<file path="src/rtl/ddram_arbiter_if.sv">
// Bundle of requester-side and DDRAM-side signals around the DDRAM arbiter.
// slave is the arbiter's view; master is the view of whatever drives requests and models the memory.
interface ddram_arbiter_if;
  logic        wr_req;
  logic [26:0] wr_addr;
  logic [15:0] wr_data;
  logic        wr_ack;
  logic        cpu_req;
  logic [26:0] cpu_addr;
  logic [15:0] cpu_data;
  logic        cpu_ack;
  logic        vid_req;
  logic [26:0] vid_addr;
  logic [63:0] vid_data;
  logic        vid_ack;
  logic [28:0] ddram_addr;
  logic [3:0]  ddram_burstcnt;
  logic        ddram_rd;
  logic        ddram_we;
  logic [63:0] ddram_din;
  logic [7:0]  ddram_be;
  logic        ddram_busy;
  logic [63:0] ddram_dout;
  logic        ddram_dout_ready;
  logic        active;
  logic        rd_timeout;

  modport slave (
    input  wr_req, wr_addr, wr_data, cpu_req, cpu_addr, vid_req, vid_addr,
           ddram_busy, ddram_dout, ddram_dout_ready,
    output wr_ack, cpu_data, cpu_ack, vid_data, vid_ack,
           ddram_addr, ddram_burstcnt, ddram_rd, ddram_we, ddram_din, ddram_be,
           active, rd_timeout
  );

  modport master (
    output wr_req, wr_addr, wr_data, cpu_req, cpu_addr, vid_req, vid_addr,
           ddram_busy, ddram_dout, ddram_dout_ready,
    input  wr_ack, cpu_data, cpu_ack, vid_data, vid_ack,
           ddram_addr, ddram_burstcnt, ddram_rd, ddram_we, ddram_din, ddram_be,
           active, rd_timeout
  );
endinterface

</file>
<file path="src/rtl/ddram_arbiter.sv">
// Single-beat DDRAM Avalon arbiter for the PGM core: ROM writer (priority), 68k reads and
// video reads (round-robin), with address translation, lane steering and read timeout.
module ddram_arbiter #(
  parameter logic [28:0] BASE_WORD = 29'h0600_0000,
  parameter int          TIMEOUT   = 1023,
  parameter int          TO_W      = 10
) (
  input logic            clk_sys,
  input logic            reset,
  ddram_arbiter_if.slave bus
);

  localparam logic [1:0] S_IDLE = 2'd0, S_ISSUE = 2'd1, S_WAIT_RD = 2'd2, S_DONE = 2'd3;
  localparam logic [1:0] G_WR = 2'd0, G_CPU = 2'd1, G_VID = 2'd2;

  logic [1:0]  state_q, state_d;
  logic [1:0]  gnt_q, gnt_d;
  logic        rr_vid_last_q, rr_vid_last_d;
  logic [1:0]  lane_q, lane_d;
  logic [TO_W-1:0] cnt_q, cnt_d;
  logic [28:0] addr_q, addr_d;
  logic        rd_q, rd_d, we_q, we_d;
  logic [63:0] din_q, din_d;
  logic [7:0]  be_q, be_d;
  logic        wr_ack_q, wr_ack_d, cpu_ack_q, cpu_ack_d, vid_ack_q, vid_ack_d;
  logic [15:0] cpu_data_q, cpu_data_d;
  logic [63:0] vid_data_q, vid_data_d;
  logic        active_q, active_d;
  logic        to_q, to_d;

  function automatic logic [28:0] word_addr(input logic [26:0] byte_addr);
    return BASE_WORD + {5'd0, byte_addr[26:3]};
  endfunction

  function automatic logic [15:0] lane16(input logic [63:0] w, input logic [1:0] sel);
    return w[16*sel +: 16];
  endfunction

  always_comb begin
    state_d       = state_q;
    gnt_d         = gnt_q;
    rr_vid_last_d = rr_vid_last_q;
    lane_d        = lane_q;
    cnt_d         = cnt_q;
    addr_d        = addr_q;
    rd_d          = rd_q;
    we_d          = we_q;
    din_d         = din_q;
    be_d          = be_q;
    wr_ack_d      = 1'b0;
    cpu_ack_d     = 1'b0;
    vid_ack_d     = 1'b0;
    cpu_data_d    = cpu_data_q;
    vid_data_d    = vid_data_q;
    to_d          = to_q;
    case (state_q)
      S_IDLE: begin
        if (bus.wr_req) begin
          gnt_d   = G_WR;
          addr_d  = word_addr(bus.wr_addr);
          din_d   = {4{bus.wr_data}};
          be_d    = 8'(8'b11 << {bus.wr_addr[2:1], 1'b0});
          we_d    = 1'b1;
          state_d = S_ISSUE;
        end else if (bus.cpu_req && (!bus.vid_req || rr_vid_last_q)) begin
          gnt_d   = G_CPU;
          addr_d  = word_addr(bus.cpu_addr);
          lane_d  = bus.cpu_addr[2:1];
          be_d    = 8'hFF;
          rd_d    = 1'b1;
          state_d = S_ISSUE;
        end else if (bus.vid_req) begin
          gnt_d   = G_VID;
          addr_d  = word_addr(bus.vid_addr);
          be_d    = 8'hFF;
          rd_d    = 1'b1;
          state_d = S_ISSUE;
        end
      end
      S_ISSUE: begin
        if (!bus.ddram_busy) begin
          rd_d = 1'b0;
          we_d = 1'b0;
          if (gnt_q == G_WR) begin
            wr_ack_d = 1'b1;
            state_d  = S_DONE;
          end else begin
            cnt_d   = '0;
            state_d = S_WAIT_RD;
          end
        end
      end
      S_WAIT_RD: begin
        // A timed-out read completes with all-ones so the requester never stalls forever.
        if (bus.ddram_dout_ready || cnt_q == TO_W'(TIMEOUT - 1)) begin
          if (!bus.ddram_dout_ready) to_d = 1'b1;
          if (gnt_q == G_CPU) begin
            cpu_data_d = bus.ddram_dout_ready ? lane16(bus.ddram_dout, lane_q) : 16'hFFFF;
            cpu_ack_d  = 1'b1;
          end else begin
            vid_data_d = bus.ddram_dout_ready ? bus.ddram_dout : 64'hFFFF_FFFF_FFFF_FFFF;
            vid_ack_d  = 1'b1;
          end
          state_d = S_DONE;
        end else begin
          cnt_d = cnt_q + 1'b1;
        end
      end
      default: begin
        if (gnt_q == G_CPU) rr_vid_last_d = 1'b0;
        else if (gnt_q == G_VID) rr_vid_last_d = 1'b1;
        state_d = S_IDLE;
      end
    endcase
    active_d = (state_d != S_IDLE);
  end

  always_ff @(posedge clk_sys or posedge reset) begin
    if (reset) begin
      state_q       <= S_IDLE;
      gnt_q         <= G_WR;
      rr_vid_last_q <= 1'b1;
      lane_q        <= '0;
      cnt_q         <= '0;
      addr_q        <= '0;
      rd_q          <= 1'b0;
      we_q          <= 1'b0;
      din_q         <= '0;
      be_q          <= '0;
      wr_ack_q      <= 1'b0;
      cpu_ack_q     <= 1'b0;
      vid_ack_q     <= 1'b0;
      cpu_data_q    <= '0;
      vid_data_q    <= '0;
      active_q      <= 1'b0;
      to_q          <= 1'b0;
    end else begin
      state_q       <= state_d;
      gnt_q         <= gnt_d;
      rr_vid_last_q <= rr_vid_last_d;
      lane_q        <= lane_d;
      cnt_q         <= cnt_d;
      addr_q        <= addr_d;
      rd_q          <= rd_d;
      we_q          <= we_d;
      din_q         <= din_d;
      be_q          <= be_d;
      wr_ack_q      <= wr_ack_d;
      cpu_ack_q     <= cpu_ack_d;
      vid_ack_q     <= vid_ack_d;
      cpu_data_q    <= cpu_data_d;
      vid_data_q    <= vid_data_d;
      active_q      <= active_d;
      to_q          <= to_d;
    end
  end

  assign bus.wr_ack         = wr_ack_q;
  assign bus.cpu_ack        = cpu_ack_q;
  assign bus.vid_ack        = vid_ack_q;
  assign bus.cpu_data       = cpu_data_q;
  assign bus.vid_data       = vid_data_q;
  assign bus.ddram_addr     = addr_q;
  assign bus.ddram_burstcnt = 4'd1;
  assign bus.ddram_rd       = rd_q;
  assign bus.ddram_we       = we_q;
  assign bus.ddram_din      = din_q;
  assign bus.ddram_be       = be_q;
  assign bus.active         = active_q;
  assign bus.rd_timeout     = to_q;

endmodule
</file>
<file path="src/flat_wrapper.sv">
// flat-port wrapper written by rule: the top's interface ports become plain ports
module ddram_arbiter_flat 
#(
  parameter logic [28:0] BASE_WORD = 29'h0600_0000,
  parameter int          TIMEOUT   = 1023,
  parameter int          TO_W      = 10
)
  (clk_sys, reset, bus_wr_req, bus_wr_addr, bus_wr_data, bus_cpu_req, bus_cpu_addr, bus_vid_req, bus_vid_addr, bus_ddram_busy, bus_ddram_dout, bus_ddram_dout_ready, bus_wr_ack, bus_cpu_data, bus_cpu_ack, bus_vid_data, bus_vid_ack, bus_ddram_addr, bus_ddram_burstcnt, bus_ddram_rd, bus_ddram_we, bus_ddram_din, bus_ddram_be, bus_active, bus_rd_timeout);
  ddram_arbiter_if bus_i ();
  input logic clk_sys;
  input logic reset;
  input wire logic [$bits(bus_i.wr_req)-1:0] bus_wr_req;
  input wire logic [$bits(bus_i.wr_addr)-1:0] bus_wr_addr;
  input wire logic [$bits(bus_i.wr_data)-1:0] bus_wr_data;
  input wire logic [$bits(bus_i.cpu_req)-1:0] bus_cpu_req;
  input wire logic [$bits(bus_i.cpu_addr)-1:0] bus_cpu_addr;
  input wire logic [$bits(bus_i.vid_req)-1:0] bus_vid_req;
  input wire logic [$bits(bus_i.vid_addr)-1:0] bus_vid_addr;
  input wire logic [$bits(bus_i.ddram_busy)-1:0] bus_ddram_busy;
  input wire logic [$bits(bus_i.ddram_dout)-1:0] bus_ddram_dout;
  input wire logic [$bits(bus_i.ddram_dout_ready)-1:0] bus_ddram_dout_ready;
  output wire logic [$bits(bus_i.wr_ack)-1:0] bus_wr_ack;
  output wire logic [$bits(bus_i.cpu_data)-1:0] bus_cpu_data;
  output wire logic [$bits(bus_i.cpu_ack)-1:0] bus_cpu_ack;
  output wire logic [$bits(bus_i.vid_data)-1:0] bus_vid_data;
  output wire logic [$bits(bus_i.vid_ack)-1:0] bus_vid_ack;
  output wire logic [$bits(bus_i.ddram_addr)-1:0] bus_ddram_addr;
  output wire logic [$bits(bus_i.ddram_burstcnt)-1:0] bus_ddram_burstcnt;
  output wire logic [$bits(bus_i.ddram_rd)-1:0] bus_ddram_rd;
  output wire logic [$bits(bus_i.ddram_we)-1:0] bus_ddram_we;
  output wire logic [$bits(bus_i.ddram_din)-1:0] bus_ddram_din;
  output wire logic [$bits(bus_i.ddram_be)-1:0] bus_ddram_be;
  output wire logic [$bits(bus_i.active)-1:0] bus_active;
  output wire logic [$bits(bus_i.rd_timeout)-1:0] bus_rd_timeout;
  assign bus_i.wr_req = bus_wr_req;
  assign bus_i.wr_addr = bus_wr_addr;
  assign bus_i.wr_data = bus_wr_data;
  assign bus_i.cpu_req = bus_cpu_req;
  assign bus_i.cpu_addr = bus_cpu_addr;
  assign bus_i.vid_req = bus_vid_req;
  assign bus_i.vid_addr = bus_vid_addr;
  assign bus_i.ddram_busy = bus_ddram_busy;
  assign bus_i.ddram_dout = bus_ddram_dout;
  assign bus_i.ddram_dout_ready = bus_ddram_dout_ready;
  assign bus_wr_ack = bus_i.wr_ack;
  assign bus_cpu_data = bus_i.cpu_data;
  assign bus_cpu_ack = bus_i.cpu_ack;
  assign bus_vid_data = bus_i.vid_data;
  assign bus_vid_ack = bus_i.vid_ack;
  assign bus_ddram_addr = bus_i.ddram_addr;
  assign bus_ddram_burstcnt = bus_i.ddram_burstcnt;
  assign bus_ddram_rd = bus_i.ddram_rd;
  assign bus_ddram_we = bus_i.ddram_we;
  assign bus_ddram_din = bus_i.ddram_din;
  assign bus_ddram_be = bus_i.ddram_be;
  assign bus_active = bus_i.active;
  assign bus_rd_timeout = bus_i.rd_timeout;
  ddram_arbiter #(.BASE_WORD(BASE_WORD), .TIMEOUT(TIMEOUT), .TO_W(TO_W)) u_core (.clk_sys(clk_sys), .reset(reset), .bus(bus_i));
endmodule
</file>
<file path="config.mk">
export PLATFORM = sky130hd
export DESIGN_NAME = ddram_arbiter_flat
export DESIGN_NICKNAME = d
export VERILOG_FILES = /design/src/rtl/ddram_arbiter_if.sv /design/src/rtl/ddram_arbiter.sv /design/src/flat_wrapper.sv
export SDC_FILE = /design/constraint.sdc
export NUM_CORES = 1
export LEC_CHECK = 0
export ABC_AREA = 0
export BUFFER_PORTS_ARGS = -buffer_cell sky130_fd_sc_hd__buf_2
export CAP_MARGIN = 30
export CORE_AREA = 2 2 141 143
export DETAILED_ROUTE_END_ITERATION = 8
export DIE_AREA = 0 0 143 145
export PLACE_DENSITY = 0.64
export SKIP_LAST_GASP = 1
export SYNTH_ARGS = -nofsm -noshare
export SYNTH_HDL_FRONTEND = slang
export SYNTH_SLANG_ARGS = --single-unit
</file>
<file path="constraint.sdc">
create_clock -name clk_sys -period 7.4 [get_ports clk_sys]
set_clock_uncertainty 0.05 [all_clocks]
set_input_delay 1.85 -clock clk_sys [delete_from_list [all_inputs] [get_ports clk_sys]]
set_output_delay 1.85 -clock clk_sys [all_outputs]
set_load 0.01 [all_outputs]
</file>
# [Word level (Yosys, flattened, before mapping)]
# Cells that the tools add are included.
[totals] input_bits=168 register_bits=205
[classes] n_bitwise=4 n_mux=40 n_eq_ne=11 addsub=4 shift=2 reduce_logical=22
[op_table] cell="two-way mux 29 bit" count=3
[op_table] cell="adder 27 x 24 -> 28 bit (first input constant)" count=3
[op_table] cell="two-way mux 64 bit" count=1
[op_table] cell="indexed part select 64 x 7 -> 16 bit" count=1
[op_table] cell="two-way mux 10 bit" count=3
[op_table] cell="two-way mux 8 bit" count=3
[op_table] cell="case mux 10 bit (2 select lines)" count=1
[op_table] cell="two-way mux 1 bit" count=17
[op_table] cell="two-way mux 16 bit" count=1
[op_table] cell="two-way mux 2 bit" count=8
[op_table] cell="AND reduction 3 bit" count=5
[op_table] cell="adder 10 x 1 -> 10 bit (second input constant)" count=1
[op_table] cell="== test 10 bit (second input constant)" count=1
[op_table] cell="!= test 2 bit (second input constant)" count=5
[op_table] cell="AND reduction 4 bit" count=2
[op_table] cell="nonzero test 2 bit" count=4
[op_table] cell="<< shifter 2 x 3 -> 8 bit (first input constant)" count=1
[op_table] cell="case mux 2 bit (3 select lines)" count=1
[op_table] cell="AND reduction 2 bit" count=3
[op_table] cell="== test 2 x 1 -> 1 bit (second input constant)" count=2
[op_table] cell="== test 2 bit (second input constant)" count=2
[op_table] cell="zero test 2 bit" count=2
[op_table] cell="NOT 1 bit" count=4
[op_table] cell="case mux 1 bit (2 select lines)" count=2
[op_table] cell="6 further kinds" count=7

# [Logic depth before layout (Yosys ltp)]
# Gate-level depths: netlist (run 1).
[depth] word_depth=7 mapped_depth=8 ltp_nobuf=6

# [Least setup slack after synthesis (run 1)]
# OpenSTA, ideal clock, no wires.
[synth_path] path_type="in2reg" startpoint="input bus_ddram_dout_ready" endpoint="register u_core.cnt_q[1]" arrival_ns=2.978 t_required_ns=7.225 path_slack_ns=4.247 setup_ns=0.125 path_stages=5 cell_sequence="or3b_1 > buf_2 > a31o_4 > o31ai_4 > mux2_4"
[synth_via] elab_chain_len=3
[synth_lines] item="start, declared" line_no="flat_wrapper.sv:21" text="input wire logic [$bits(bus_i.ddram_dout_ready)-1:0] bus_ddram_dout_ready;"
[synth_lines] item="logical OR 1 bit" line_no="ddram_arbiter.sv:95" text="if (bus.ddram_dout_ready || cnt_q == TO_W'(TIMEOUT - 1)) begin"
[synth_lines] item="!= test 2 bit (no line)"
[synth_lines] item="AND reduction 4 bit (no line)"
[synth_lines] item="end signal, assigned" line_no="ddram_arbiter.sv:142" text="cnt_q <= cnt_d;"
[synth_lines] item="end, declared" line_no="ddram_arbiter.sv:20" text="logic [TO_W-1:0] cnt_q, cnt_d;"
# No other way between the ends.
# A chain may end at the register's enable or synchronous reset.

# [Worst setup path after layout (run 1)]
[layout_path] startpoint="input bus_wr_req" endpoint="register u_core.din_q[48], in the netlist u_core.bus.ddram_din[48]"
[layout_via] elab_chain_len=1
[layout_lines] item="start, declared" line_no="flat_wrapper.sv:12" text="input wire logic [$bits(bus_i.wr_req)-1:0] bus_wr_req;"
[layout_lines] item="AND reduction 2 bit (no line)"
[layout_lines] item="end signal, assigned" line_no="ddram_arbiter.sv:146" text="din_q <= din_d;"
[layout_lines] item="end, declared" line_no="ddram_arbiter.sv:23" text="logic [63:0] din_q, din_d;"
# No other way between the ends.

==> results.yml, run 1 <==
die:
  die_h_um: 145
  dieArea_um2: 20700
  num_rows: 51
  initial_core_util: 0.357
  io_pins: 360
  die_extent_in_x_um: 143
  placeableCoreArea_um2: 19200
timing:
  timing.final.crit_period_ns: 3.30
  layout_worst_path_cycle_share: 0.446
  slew_headroom: 0.411
  hold-worst-slack_ns: 0.422
  report.final.slew_viol_count: 0
  grt_setup_unrepaired: "false"
  final-setup-viol-count: 0
  timing.final.hold_violations: 0
  totalNegativeSetupSlack_ns: 0
  timing.fmax_mhz: 303
  worst_pin_slew_ns: 0.882
detailed_routing:
  detail_route.first_pass.iterations: 4
  detail_route.iter0.violations: 170
  wl_mm: 20.3
  drt-wirelength-per-cell_um: 17.9
  routed-via-count: 5711
  avgViaCountPerCell: 5.06
  ant_nets: 0
  drc: 0
clocking:
  worst_setup_hold_path_clk_slew_ns: 0.07
  cts_tree: "yes"
  cts_repair_resize_count: 0
  clock_tree.buffer_depth: 2
  cts_buffers: 17
  clockRootBuffer: "sky130_fd_sc_hd__clkbuf_16"
  clock-sinks: 149
  worstSkewPairLatency_ns: 0.42
  cts_hold_repair.buffers: 0
  post_cts.repair.setup_buffers: 0
  cts-htree-levels: 4
logic_synthesis:
  netlist-cell-type-count: 50
  largest_family_of_logic_cells_by_synthesized_area: "compound AO/OA/AOI/OAI gates"
  postSynthAreaPerCell_um2: 12.1
  yosysWarningCount: 0
  synth_xor_area_frac: 0
  synthFlopType: "sky130_fd_sc_hd__dfrtp_1"
  seq_area_frac_synth: 0.544
  ys_async_sr_fraction: 1.00
  post_synth_mux_area_share: 0.0842
  flops_latches_synth: 149
  synth_area_leaders: "sky130_fd_sc_hd__dfrtp_1 54%, sky130_fd_sc_hd__o22a_1 10%, sky130_fd_sc_hd__buf_4 7.4%"
  synth-simple-area-share: 0.0669
  post_synth_fa_ha_maj_area_fraction: 0.00729
  synth_largest_area_cell: "sky130_fd_sc_hd__dfrtp_1"
  synth_compound_gate_area_share: 0.198
  synthCells: 569
  yosys.area.top_type_share: 0.540
  syn-cell-area_um2: 6860
  synth-edff-count: 0
grt:
  grt_overflow: 0
  grt_resource_usage_total: 0.193
  first_pass_grt_wire_length_mm: 31.2
  first_global_vias: 5662
  maximum_number_of_pins_on_one_net_before_global_route_repair: 88
  grt_antenna_before_repair: 3
cells_and_area:
  area.growth.synth_to_final_pct: 31.3
  fillerInstances: 1782
  final_layout_size_suffix_gt1_frac: 0.503
  final_common_cell: "sky130_fd_sc_hd__buf_2"
  layout_common_cells: "347 x sky130_fd_sc_hd__buf_2, 148 x sky130_fd_sc_hd__dfrtp_1, 80 x sky130_fd_sc_hd__o22a_1"
  fin_util: 0.469
  final_nets: 1021
run_status:
  status: "complete, no violations"
critical_path:
  cp.arrival_ns: 3.55
  critPathLaunchType: "input pin"
  critPathCaptureType: "register"
  timing.setup.critical_path_class: "in2reg"
  critical_path_peak_fanout: 32
  worst-endpoint-required_ns: 7.65
power:
  power_density_nw_per_um2: 444
  internal_power_mw: 2.45
  p_leak_nw: 4.16
  sequentialPowerShare: 0.369
  power.clock.fraction: 0.215
  power.combinational.fraction: 0.417
  vdd_ir_drop_max_mv: 0.230
  netSwitchingFraction: 0.389
  power_switching_mw: 1.56
placement:
  dpl.hpwl_mm: 14.6
  gp_congestion: 0.783
  port-buffer-count: 347
min_path:
  min_path_type: "reg2reg"
flow_run:
  count_of_maximum_capacitance_violations: 0
cell type report:
type | instances | area (um2) | area share
repair buffers | 355 | 1830 | 0.203
clock inverters | 15 | 154 | 0.0171
flip-flops and latches | 149 | 3730 | 0.414
diodes | 2 | 5.00 | 0.000556
well taps | 265 | 332 | 0.0368
clock buffers | 17 | 425 | 0.0472
inverters | 9 | 38.8 | 0.00431
multi-input cells | 317 | 2490 | 0.276
power by group through the flow:
stage          clock network (mW)  registers (mW)  logic, mW
6_report                    0.860            1.48       1.67
5_1_grt                     0.918            1.53       1.84
4_1_cts                     0.884            1.48       1.69
3_5_place_dp                    0            1.48       1.69
3_3_place_gp                    0            1.47       1.66
2_1_floorplan                   0            1.61       1.01
routing by layer:
metal  wire length, um  GRT usage
met2              9960      0.318
met1              8170      0.235
met3              1780     0.0677
met5                16          0
met4               333     0.0639
cells by family after synthesis:
family	count (synthesis)
buffers and inverters	108
other	2
AND/OR/NAND/NOR	98
flip-flops	149
AO/OA/AOI/OAI	173
adder cells (fa/ha/maj)	4
multiplexers	35
per-stage QoR:
step           instances  power, mW  area, um2  worst slack [ns]
2_1_floorplan        574       2.62       6880              1.49
3_3_place_gp        1092       3.13       8360              3.46
3_5_place_dp        1095       3.17       8420              3.66
4_1_cts             1127       4.05       9000              4.12
5_1_grt             1129       4.28       9010              3.98
6_report            1129       4.00       9010              4.10
Yosys cell counts (2+ instances only):
| cell | count |
|---|---|
| sky130_fd_sc_hd__a21oi_1 | 32 |
| sky130_fd_sc_hd__a221oi_1 | 24 |
| sky130_fd_sc_hd__a31oi_1 | 8 |
| sky130_fd_sc_hd__a41oi_1 | 2 |
| sky130_fd_sc_hd__buf_1 | 2 |
| sky130_fd_sc_hd__buf_2 | 9 |
| sky130_fd_sc_hd__buf_4 | 68 |
| sky130_fd_sc_hd__clkbuf_1 | 19 |
| sky130_fd_sc_hd__conb_1 | 2 |
| sky130_fd_sc_hd__dfrtp_1 | 148 |
| sky130_fd_sc_hd__ha_1 | 4 |
| sky130_fd_sc_hd__inv_1 | 9 |
| sky130_fd_sc_hd__mux2_2 | 18 |
| sky130_fd_sc_hd__mux4_2 | 16 |
| sky130_fd_sc_hd__nand2_1 | 34 |
| sky130_fd_sc_hd__nand2b_1 | 5 |
| sky130_fd_sc_hd__nand3_1 | 8 |
| sky130_fd_sc_hd__nor2_1 | 35 |
| sky130_fd_sc_hd__nor3_1 | 2 |
| sky130_fd_sc_hd__o21a_1 | 2 |
| sky130_fd_sc_hd__o21ai_0 | 13 |
| sky130_fd_sc_hd__o21bai_1 | 2 |
| sky130_fd_sc_hd__o22a_1 | 80 |
registers in the layout, indices dropped and copies added (netlist names), 2 cells and up:
register and flops:
u_core.lane_q 2, u_core.bus.cpu_data 16, u_core.gnt_q 2, u_core.bus.ddram_din 16, u_core.bus.ddram_be 4, u_core.state_q 2, u_core.bus.ddram_addr 25, u_core.cnt_q 10
u_core.bus.vid_data 64
critical path, stage by stage:
cell	delay (ns)
sky130_fd_sc_hd__buf_2	0.49
sky130_fd_sc_hd__and2_1	0.78
sky130_fd_sc_hd__mux2_2	0.41
final timing paths:
check                                            from                        to  slack, ns  depth (start not counted)
worst max-delay path                       bus_wr_req  u_core.bus.ddram_din[48]       4.10                          3
worst min-delay path            u_core.bus.rd_timeout     u_core.bus.rd_timeout       0.42                          1
max in group asynchronous                       reset   u_core.bus.vid_data[17]       4.42                          3
worst max register to register      u_core.state_q[1]    u_core.bus.cpu_data[0]       5.06                          3
worst min register to register  u_core.bus.rd_timeout     u_core.bus.rd_timeout       0.42                          1
min in group asynchronous                       reset   u_core.bus.vid_data[52]       1.52                          2
Note: power is estimated with default switching activity, not from simulation.
==> inputs of run 2 (changes only) <==
--- a/config.mk
+++ b/config.mk
@@ -11,7 +11,7 @@
 export CORE_AREA = 2 2 141 143
 export DETAILED_ROUTE_END_ITERATION = 8
 export DIE_AREA = 0 0 143 145
-export PLACE_DENSITY = 0.64
+export PLACE_DENSITY = 0.66
 export SKIP_LAST_GASP = 1
 export SYNTH_ARGS = -nofsm -noshare
 export SYNTH_HDL_FRONTEND = slang
==> constraint.sdc (replaced) <==
create_clock -name clk_sys -period 2.85 [get_ports clk_sys]
set_clock_uncertainty 0.05 [all_clocks]
set_input_delay 0.7125 -clock clk_sys [delete_from_list [all_inputs] [get_ports clk_sys]]
set_output_delay 0.7125 -clock clk_sys [all_outputs]
set_load 0.01 [all_outputs]
==> run 2 against run 1 <==
  * First-iteration DRC count is 43% higher
  * Flip-flop and latch count stayed put
  * Non-clock buffer count is 8 higher
  * Critical path depth is 3 higher
  * Critical path type is now reg2reg
  * Critical endpoint is now u_core.bus.cpu_data[0]
  * Largest cell class unchanged
==> results.yml, run 2 (same netlist as run 1, synthesis figures left out) <==
run_status:
  status: "complete, no violations"
power:
  sequentialPowerShare: 0.365
  power.clock.fraction: 0.216
  power_density_nw_per_um2: 1150
  power.combinational.fraction: 0.418
  power_switching_mw: 3.97
  netSwitchingFraction: 0.381
  vdd_ir_drop_max_mv: 0.508
  internal_power_mw: 6.44
  p_leak_nw: 4.20
detailed_routing:
  avgViaCountPerCell: 5.01
  routed-via-count: 5692
  detail_route.iter0.violations: 243
  drt-wirelength-per-cell_um: 17.2
  wl_mm: 19.5
  ant_nets: 0
  drc: 0
  detail_route.first_pass.iterations: 4
die:
  dieArea_um2: 20700
  die_extent_in_x_um: 143
  num_rows: 51
  io_pins: 360
  placeableCoreArea_um2: 19200
  die_h_um: 145
  initial_core_util: 0.357
placement:
  port-buffer-count: 347
  gp_congestion: 0.874
  dpl.hpwl_mm: 14.4
cells_and_area:
  area.growth.synth_to_final_pct: 32.3
  final_nets: 1029
  final_common_cell: "sky130_fd_sc_hd__buf_2"
  fillerInstances: 1808
  fin_util: 0.473
  final_layout_size_suffix_gt1_frac: 0.507
  layout_common_cells: "347 x sky130_fd_sc_hd__buf_2, 148 x sky130_fd_sc_hd__dfrtp_1, 80 x sky130_fd_sc_hd__o22a_1"
  flip_flop_count_of_the_largest_register_all_copies_and_words_added: 64
  insertedDiodeCount: 0
critical_path:
  timing.setup.critical_path_class: "reg2reg"
  critPathLaunchType: "register"
  cp.arrival_ns: 2.42
  critPathCaptureType: "register"
  worst-endpoint-required_ns: 3.16
  critical_path_peak_fanout: 17
grt:
  grt_antenna_before_repair: 1
  grt.met3_usage: 0.0696
  grt_overflow: 0
  maximum_number_of_pins_on_one_net_before_global_route_repair: 66
  first_pass_grt_wire_length_mm: 30.5
  grt.busiest_layer: "met2"
  groute.layer.met1.usage: 0.225
  groute.layer.met2.usage: 0.312
  first_global_vias: 5697
  grt_resource_usage_total: 0.188
min_path:
  min_path_type: "in2async"
clocking:
  cts_tree: "yes"
  worstSkewPairLatency_ns: 0.41
  clock_tree.buffer_depth: 2
  cts_hold_repair.buffers: 0
  cts_buffers: 17
  cts-htree-levels: 4
  clockRootBuffer: "sky130_fd_sc_hd__clkbuf_16"
  worst_setup_hold_path_clk_slew_ns: 0.07
  cts_repair_resize_count: 0
  clock-sinks: 149
  post_cts.repair.setup_buffers: 0
timing:
  timing.final.crit_period_ns: 2.11
  slew_headroom: 0.434
  worst_pin_slew_ns: 0.848
  timing.fmax_mhz: 473
  grt_setup_unrepaired: "false"
  timing.final.hold_violations: 0
  layout_worst_path_cycle_share: 0.741
  totalNegativeSetupSlack_ns: 0
  final-setup-viol-count: 0
  report.final.slew_viol_count: 0
flow_run:
  count_of_maximum_capacitance_violations: 0
==> run 2: area by class of cell <==
type                       instances  area, um2  area share
multi-input combinational        317       2490       0.274
sequential                       149       3730       0.411
inverter                           9       37.5     0.00413
timing repair buffer             363       1910       0.210
tap                              265        332      0.0365
clock inverter                    14        156      0.0172
clock buffer                      18        429      0.0473
==> run 2: worst max-delay path, stage by stage (launching register included) <==
cell	delay (ns)
sky130_fd_sc_hd__dfrtp_1	0.42
sky130_fd_sc_hd__inv_1	0.11
sky130_fd_sc_hd__ha_1	0.15
sky130_fd_sc_hd__and2_2	0.19
sky130_fd_sc_hd__a31oi_4	0.13
sky130_fd_sc_hd__nor3b_4	0.74
sky130_fd_sc_hd__o22a_1	0.26
==> run 2: routing by layer <==
| metal | vias to the layer above | part of all wire | wire length (um) |
|---|---|---|---|
| met1 | 2755 | 0.40 | 7780 |
| met4 | 2 | 0.016 | 313 |
| met5 | - | 0.00067 | 13 |
| li1 | 2620 | - | - |
| met3 | 24 | 0.10 | 2010 |
| met2 | 291 | 0.48 | 9420 |
==> run 2: metrics by stage <==
stage	power [mW]	std cells	setup slack [ns]	area, um2	hold slack [ns]
after floorplan	6.80	574	0.213	6880	0.404
after global placement	8.17	1103	0.588	8500	0.410
after detailed placement	8.26	1103	0.591	8500	0.410
after CTS	10.6	1135	0.728	9080	0.200
after global routing	11.2	1135	0.607	9080	0.215
final	10.4	1135	0.737	9080	0.209
==> run 2: power by group through the flow <==
stage / clock network [mW] / logic [mW] / registers (mW)
after floorplan: 0 / 2.63 / 4.17
after global placement: 0 / 4.38 / 3.80
after detailed placement: 0 / 4.42 / 3.84
after CTS: 2.33 / 4.42 / 3.82
after global routing: 2.40 / 4.79 / 3.96
final: 2.25 / 4.36 / 3.81
==> run 2: final timing paths <==
kind                                         start                      end  slack [ns]  cells after the start
setup / recovery                   u_core.cnt_q[0]   u_core.bus.cpu_data[0]        0.74                      6
setup reg to reg                   u_core.cnt_q[0]   u_core.bus.cpu_data[0]        0.74                      6
max in group asynchronous                    reset   u_core.bus.ddram_be[5]        1.93                      3
min in group clk_sys       u_core.bus.vid_data[62]  u_core.bus.vid_data[62]        0.44                      1
hold reg to reg            u_core.bus.vid_data[62]  u_core.bus.vid_data[62]        0.44                      1
hold / removal                               reset       u_core.bus.vid_ack        0.21                      2
